$ cat src/rtl/ifetch_unit.sv
`default_nettype none
// +--------------------------------------------------------------------------+
// | ifetch_unit: fetch PC, imem request/response handling, response FIFO and  |
// | registered decode-facing output.                  Rev 1.0 - initial       |
// +--------------------------------------------------------------------------+
module ifetch_unit #(
  parameter int              XLEN         = 32,
  parameter logic [XLEN-1:0] RESET_VECTOR = '0,
  parameter int              FIFO_DEPTH   = 2
) (
  input  logic            clk,
  input  logic            reset_n,
  output logic            imem_req_v_o,
  output logic [XLEN-1:0] imem_adr_o,
  input  logic            imem_gnt_i,
  input  logic            imem_rsp_v_i,
  input  logic [XLEN-1:0] imem_rsp_data_i,
  input  logic            imem_rsp_err_i,
  input  logic            stall_i,
  input  logic            flush_v_q_i,
  input  logic [XLEN-1:0] flush_pc_i,
  output logic [XLEN-1:0] instr_q_o,
  output logic [XLEN-1:0] pc0_q_o,
  output logic            instr_v_q_o,
  output logic            fetch_fault_q_o,
  output logic            fetch_misalign_q_o
);

  localparam int PTR_W = $clog2(FIFO_DEPTH);
  localparam int CNT_W = $clog2(FIFO_DEPTH + 1);
  localparam logic [CNT_W:0]    c_depth   = (CNT_W + 1)'(FIFO_DEPTH);
  localparam logic [XLEN-1:0]   c_nop     = XLEN'(32'h0000_0013);
  localparam logic [0:0]        c_st_run  = 1'b0;
  localparam logic [0:0]        c_st_halt = 1'b1;

  logic [XLEN-1:0]  r_pc;
  logic [XLEN-1:0]  r_rsp_pc;
  logic [0:0]       r_state;
  logic             r_started;
  logic [CNT_W-1:0] r_outstanding;
  logic [CNT_W-1:0] r_drop;
  logic [CNT_W-1:0] r_count;
  logic [PTR_W-1:0] r_wr_ptr;
  logic [PTR_W-1:0] r_rd_ptr;
  logic [XLEN-1:0]  r_fifo_data [FIFO_DEPTH];
  logic [XLEN-1:0]  r_fifo_pc   [FIFO_DEPTH];
  logic             r_fifo_err  [FIFO_DEPTH];
  logic [XLEN-1:0]  r_instr;
  logic [XLEN-1:0]  r_pc0;
  logic             r_instr_v;
  logic             r_fault;
  logic             r_misalign;

  logic w_credit, w_req_v, w_grant, w_push, w_pop, w_drop_rsp, w_flush_ok;

  // Credits cover both in-flight requests and buffered entries, so the FIFO can never overflow.
  assign w_credit   = ({1'b0, r_outstanding} + {1'b0, r_count}) < c_depth;
  assign w_req_v    = r_started & (r_state == c_st_run) & ~flush_v_q_i & w_credit;
  assign w_grant    = w_req_v & imem_gnt_i;
  assign w_drop_rsp = imem_rsp_v_i & ~flush_v_q_i & (r_drop != '0);
  assign w_push     = imem_rsp_v_i & ~flush_v_q_i & (r_drop == '0);
  assign w_pop      = ~flush_v_q_i & ~stall_i & (r_count != '0);
  assign w_flush_ok = (flush_pc_i[1:0] == 2'b00);

  always_ff @(posedge clk or negedge reset_n) begin
    if (!reset_n) begin
      r_pc          <= RESET_VECTOR;
      r_rsp_pc      <= RESET_VECTOR;
      r_state       <= c_st_run;
      r_started     <= 1'b0;
      r_outstanding <= '0;
      r_drop        <= '0;
      r_count       <= '0;
      r_wr_ptr      <= '0;
      r_rd_ptr      <= '0;
    end else begin
      r_started     <= 1'b1;
      r_outstanding <= r_outstanding + CNT_W'(w_grant) - CNT_W'(imem_rsp_v_i);
      if (flush_v_q_i) begin
        // Whatever is still in flight after this cycle belongs to the old stream.
        r_drop   <= r_outstanding - CNT_W'(imem_rsp_v_i);
        r_count  <= '0;
        r_wr_ptr <= '0;
        r_rd_ptr <= '0;
        r_state  <= w_flush_ok ? c_st_run : c_st_halt;
        if (w_flush_ok) begin
          r_pc     <= flush_pc_i;
          r_rsp_pc <= flush_pc_i;
        end
      end else begin
        if (w_drop_rsp) r_drop <= r_drop - CNT_W'(1);
        if (w_grant) r_pc <= r_pc + XLEN'(4);
        if (w_push) begin
          r_rsp_pc <= r_rsp_pc + XLEN'(4);
          r_wr_ptr <= r_wr_ptr + PTR_W'(1);
          if (imem_rsp_err_i) r_state <= c_st_halt;
        end
        if (w_pop) r_rd_ptr <= r_rd_ptr + PTR_W'(1);
        r_count <= r_count + CNT_W'(w_push) - CNT_W'(w_pop);
      end
    end
  end

  always_ff @(posedge clk) begin
    if (w_push) begin
      r_fifo_data[r_wr_ptr] <= imem_rsp_data_i;
      r_fifo_pc[r_wr_ptr]   <= r_rsp_pc;
      r_fifo_err[r_wr_ptr]  <= imem_rsp_err_i;
    end
  end

  always_ff @(posedge clk or negedge reset_n) begin
    if (!reset_n) begin
      r_instr    <= c_nop;
      r_pc0      <= RESET_VECTOR;
      r_instr_v  <= 1'b0;
      r_fault    <= 1'b0;
      r_misalign <= 1'b0;
    end else if (flush_v_q_i) begin
      r_instr    <= c_nop;
      r_instr_v  <= 1'b0;
      r_fault    <= 1'b0;
      r_misalign <= ~w_flush_ok;
      if (!w_flush_ok) r_pc0 <= flush_pc_i;
    end else if (!stall_i) begin
      if (w_pop) begin
        r_instr   <= r_fifo_err[r_rd_ptr] ? c_nop : r_fifo_data[r_rd_ptr];
        r_pc0     <= r_fifo_pc[r_rd_ptr];
        r_instr_v <= 1'b1;
        r_fault   <= r_fifo_err[r_rd_ptr];
      end else begin
        r_instr   <= c_nop;
        r_instr_v <= 1'b0;
        r_fault   <= 1'b0;
      end
    end
  end

  assign imem_req_v_o       = w_req_v;
  assign imem_adr_o         = r_pc;
  assign instr_q_o          = r_instr;
  assign pc0_q_o            = r_pc0;
  assign instr_v_q_o        = r_instr_v;
  assign fetch_fault_q_o    = r_fault;
  assign fetch_misalign_q_o = r_misalign;

`ifndef SYNTHESIS
  a_rsp_has_outstanding: assert property (@(posedge clk) disable iff (!reset_n)
    imem_rsp_v_i |-> (r_outstanding != '0));
`endif

endmodule
`default_nettype wire

$ cat config.mk
export PLATFORM = sky130hd
export DESIGN_NAME = ifetch_unit
export DESIGN_NICKNAME = d
export VERILOG_FILES = /design/src/rtl/ifetch_unit.sv
export SDC_FILE = /design/constraint.sdc
export NUM_CORES = 1
export LEC_CHECK = 0
export CAP_MARGIN = 5
export CORE_MARGIN = 3
export CORE_UTILIZATION = 25
export CTS_CLUSTER_DIAMETER = 40
export DETAILED_ROUTE_END_ITERATION = 10
export SKIP_CTS_REPAIR_TIMING = 1
export SLEW_MARGIN = 20
export SYNTH_ARGS = -nofsm -noshare
export SYNTH_HDL_FRONTEND = slang
export SYNTH_SLANG_ARGS = --single-unit
export TNS_END_PERCENT = 10
$ cat constraint.sdc
create_clock -name clk -period 12.3 [get_ports clk]
set_input_delay 2.46 -clock clk [delete_from_list [all_inputs] [get_ports clk]]
set_output_delay 2.46 -clock clk [all_outputs]
set_load 0.005 [all_outputs]
==> key figures <==
Setup path
  • Data required, critical path: 9840 ps
  • Critical Path Max Stage Delay: 470 ps
  • CP Capture Type: output pin
  • Worst Path Arrival: 3470 ps
  • Crit Path Max Fanout: 48
  • Crit Path Class: in2out
  • CP max-delay cell: clkdlybuf4s50_1
  • Worst path cell trace: buf_4 -> nor2_1 -> clkdlybuf4s50_1
  • Worst Setup Start Kind: input pin

Route
  • DRC Markers: 0
  • Via count: 8274
  • Initial DRC Count: 639
  • Drt total wl: 32700 µm
  • Antenna Nets Post-Route: 0
  • Drt pass-1 iters: 5
  • WL per Instance: 18.5 µm
  • Vias/cell: 4.67

Yosys
  • Yosys reg bits: 271
  • Most used DFF post-synth: dfrtp_1
  • Avg Synthesized Cell Area: 11.9 µm²
  • Ys Warns: 0
  • Synth Cell Area: 11600 µm²
  • Ys async rst share: 52.0%
  • Post-synth EDFFs: 130
  • Syn_nets: 1058
  • Synthesized netlist cell count: 978
  • Sequential area share after synthesis: 63.8%
  • Post-synth cell types: 62

Clock network
  • Clk_lat worst skew: 510 ps
  • Root Driver: clkbuf_16
  • Total number of H-tree levels: 2
  • CTS tree: built
  • Clock Sinks: 271
  • Max Root-Sink Buffers: 3
  • Total CTS buffers: 36
  • Worst-path clk slew: 60 ps

Timing
  • Setup TNS: 0 ps
  • Setup violators final: 0
  • Clock Skews: 20.3 ps
  • Tmin final: 5930 ps
  • Worst slew pin tran: 969 ps
  • Hold Vio Cnt, Final: 0
  • Tcrit/Tclk final: 48.2%
  • Relative slew slack: 35.4%
  • Max-slew violations: 0
  • RSZ-0062 raised after global routing: false
  • Fmax: 0.169 GHz

Cells and area
  • Fin nets: 1226
  • Layout cells sized above 1: 8.45%
  • Number of diodes: 0
  • Area grow syn2layout: 30.2%
  • Post-Layout Cell Count: 1772
  • Most common cell after layout, fill and taps aside: clkdlybuf4s50_1
  • Commonest non-fill, non-tap cells in the layout: clkdlybuf4s50_1 (168), dfrtp_1 (137), edfxtp_1 (130)

Job
  • Count of max-cap constraint violations: 0

Power
  • Leakage: 5.66 nW
  • Combinational share of power: 16.8%
  • Clock power share: 37.7%
  • Pint: 1.93 mW
  • Power Dens Cells: 176 nW/µm²
  • Reg power frac: 45.4%
  • Sw Share: 28.0%
  • Worst ir drop on vdd: 0.0753 mV
  • P_sw: 0.748 mW

Die
  • Die height: 222 µm
  • Starting Density: 25.5%
  • I/O pin cnt: 171
  • Total core area: 45700 µm²
  • Die Area: 49200 µm²
  • Row cnt: 78
  • Die X: 222 µm

Global route
  • Vias in the first global route: 8223
  • Global-route wire length before repair: 50600 µm
  • Initial antenna violation count: 1
  • Maximum number of pins on one net before global-route repair: 73
  • GRT overflow: 0
  • GRT Overall Usage: 13.1%

Min path
  • Hold Crit Class: reg2reg

Placed design
  • IO buf count: 170
  • GPL Wtd Cong: 0.791
  • Post-DP HPWL: 22100 µm
  • Dpl cells: 1708

Status
  • Run status: completed
critical path, delay by kind of cell:
| kind | cells | cell delay, ps |
|---|---|---|
| buffers and inverters | 2 | 900 |
| AND/OR/NAND/NOR | 1 | 110 |
worst paths after layout:
| kind | endpoint | depth (start not counted) | start | slack [ps] |
|---|---|---|---|---|
| max reg2reg | r_outstanding[1] | 10 | r_count[0] | 9200 |
| max in group asynchronous | pc0_q_o[28] | 2 | reset_n | 8840 |
| min reg2reg | r_fifo_pc[1][1] | 0 | r_rsp_pc[1] | 460 |
| min | r_fifo_pc[1][1] | 0 | r_rsp_pc[1] | 460 |
| min in group asynchronous | instr_q_o[24] | 1 | reset_n | 1990 |
| max | imem_req_v_o | 3 | flush_v_q_i | 6370 |
power groups by stage:
stage          combinational, mW  clock [mW]  sequential [mW]
2_1_floorplan              0.259           0             1.19
3_3_place_gp               0.447           0             1.22
3_5_place_dp               0.455           0             1.23
4_1_cts                    0.458        1.03             1.22
5_1_grt                    0.502        1.08             1.24
6_report                   0.450        1.01             1.22
final cells by class:
cell class | instances | area (µm²)
clock inverters | 17 | 178
fillers | 4542 | 30500
flip-flops and latches | 271 | 7440
inverters | 14 | 52.6
multi-input cells | 640 | 3970
repair buffers | 183 | 1800
well taps | 600 | 751
clock buffers | 47 | 983
Yosys cell counts, types with 2 or more instances:
cell type  count  area share (%)
nor4_1         3            0.16
a41oi_1        2            0.15
xor2_1         3            0.23
nand2_1      106             3.4
o22a_1         3            0.23
a311oi_1       2            0.15
ha_1           8            0.86
inv_1         12            0.39
nand3_1       28             1.2
nand2b_1       5            0.27
edfxtp_1     130              34
o21ai_0       87             3.7
nor3_1        12            0.52
nor2b_1        6            0.32
nor4_4         2            0.37
and4_1         6            0.45
nor3b_1        5            0.32
dfstp_2        3            0.68
dfrtp_1      138              30
a21oi_1       61             2.6
nor4_2         2            0.21
o221ai_1       2            0.15
and3_1        15            0.81
xnor2_1        4            0.30
clkbuf_1      33             1.1
o211ai_1       2            0.13
a211oi_1       9            0.58
mux2i_1       87             7.5
o22ai_1       37             2.0
and2_1         7            0.38
a22oi_1        9            0.58
nor2_1        71             2.3
buf_2         13            0.56
o31ai_1        4            0.26
nand4_1       15            0.81
a31oi_1        6            0.32
or3_1          3            0.16
mux2_2         5            0.48
buf_1          6            0.19
o21a_1         4            0.26
registers in the layout, indices dropped and copies added, names as in the netlist, 2 cells and up:
register,count
r_outstanding,2
imem_adr_o,32
r_drop,2
r_fifo_pc,64
r_count,2
pc0_q_o,32
r_fifo_err,2
r_rsp_pc,32
instr_q_o,32
r_fifo_data,64
layer usage:
layer  share of wire [%]  up-vias  global-route usage [%]
met3                 6.2       38                    3.51
met4                 1.6        0                    3.26
li1                    -     3970                       -
met5                   0        -                       0
met2                  47      200                    20.7
met1                  45     4066                    17.9
kinds of logic (layout without fill, tap and decap cells):
group / after synthesis / in the layout / share of synthesized area [%]
DFF: 271 / 271 / 63.8
muxes: 92 / 92 / 7.96
adders and majority gates: 9 / 9 / 1.03
other: 1 / 1 / 0.0322
AOI/OAI and AO/OA: 237 / 237 / 11.8
xor gates and xnor gates: 7 / 7 / 0.526
buffers and inverters: 67 / 261 / 2.36
and+or+nand+nor: 294 / 294 / 12.4
through the flow:
stage | cell area, µm² | setup slack [ps] | utilization, % | power [mW] | hold WS (ps)
floorplan | 11600 | 6110 | - | 1.45 | 434
global route | 15200 | 6290 | 33.2 | 2.82 | 471
CTS | 15200 | 6350 | 33.2 | 2.71 | 459
global placement | 14000 | 6330 | 30.7 | 1.67 | 444
detailed placement | 14000 | 6350 | 30.7 | 1.69 | 446
finish | 15200 | 6370 | 33.2 | 2.67 | 463
Power figures use the tool's default switching activity.
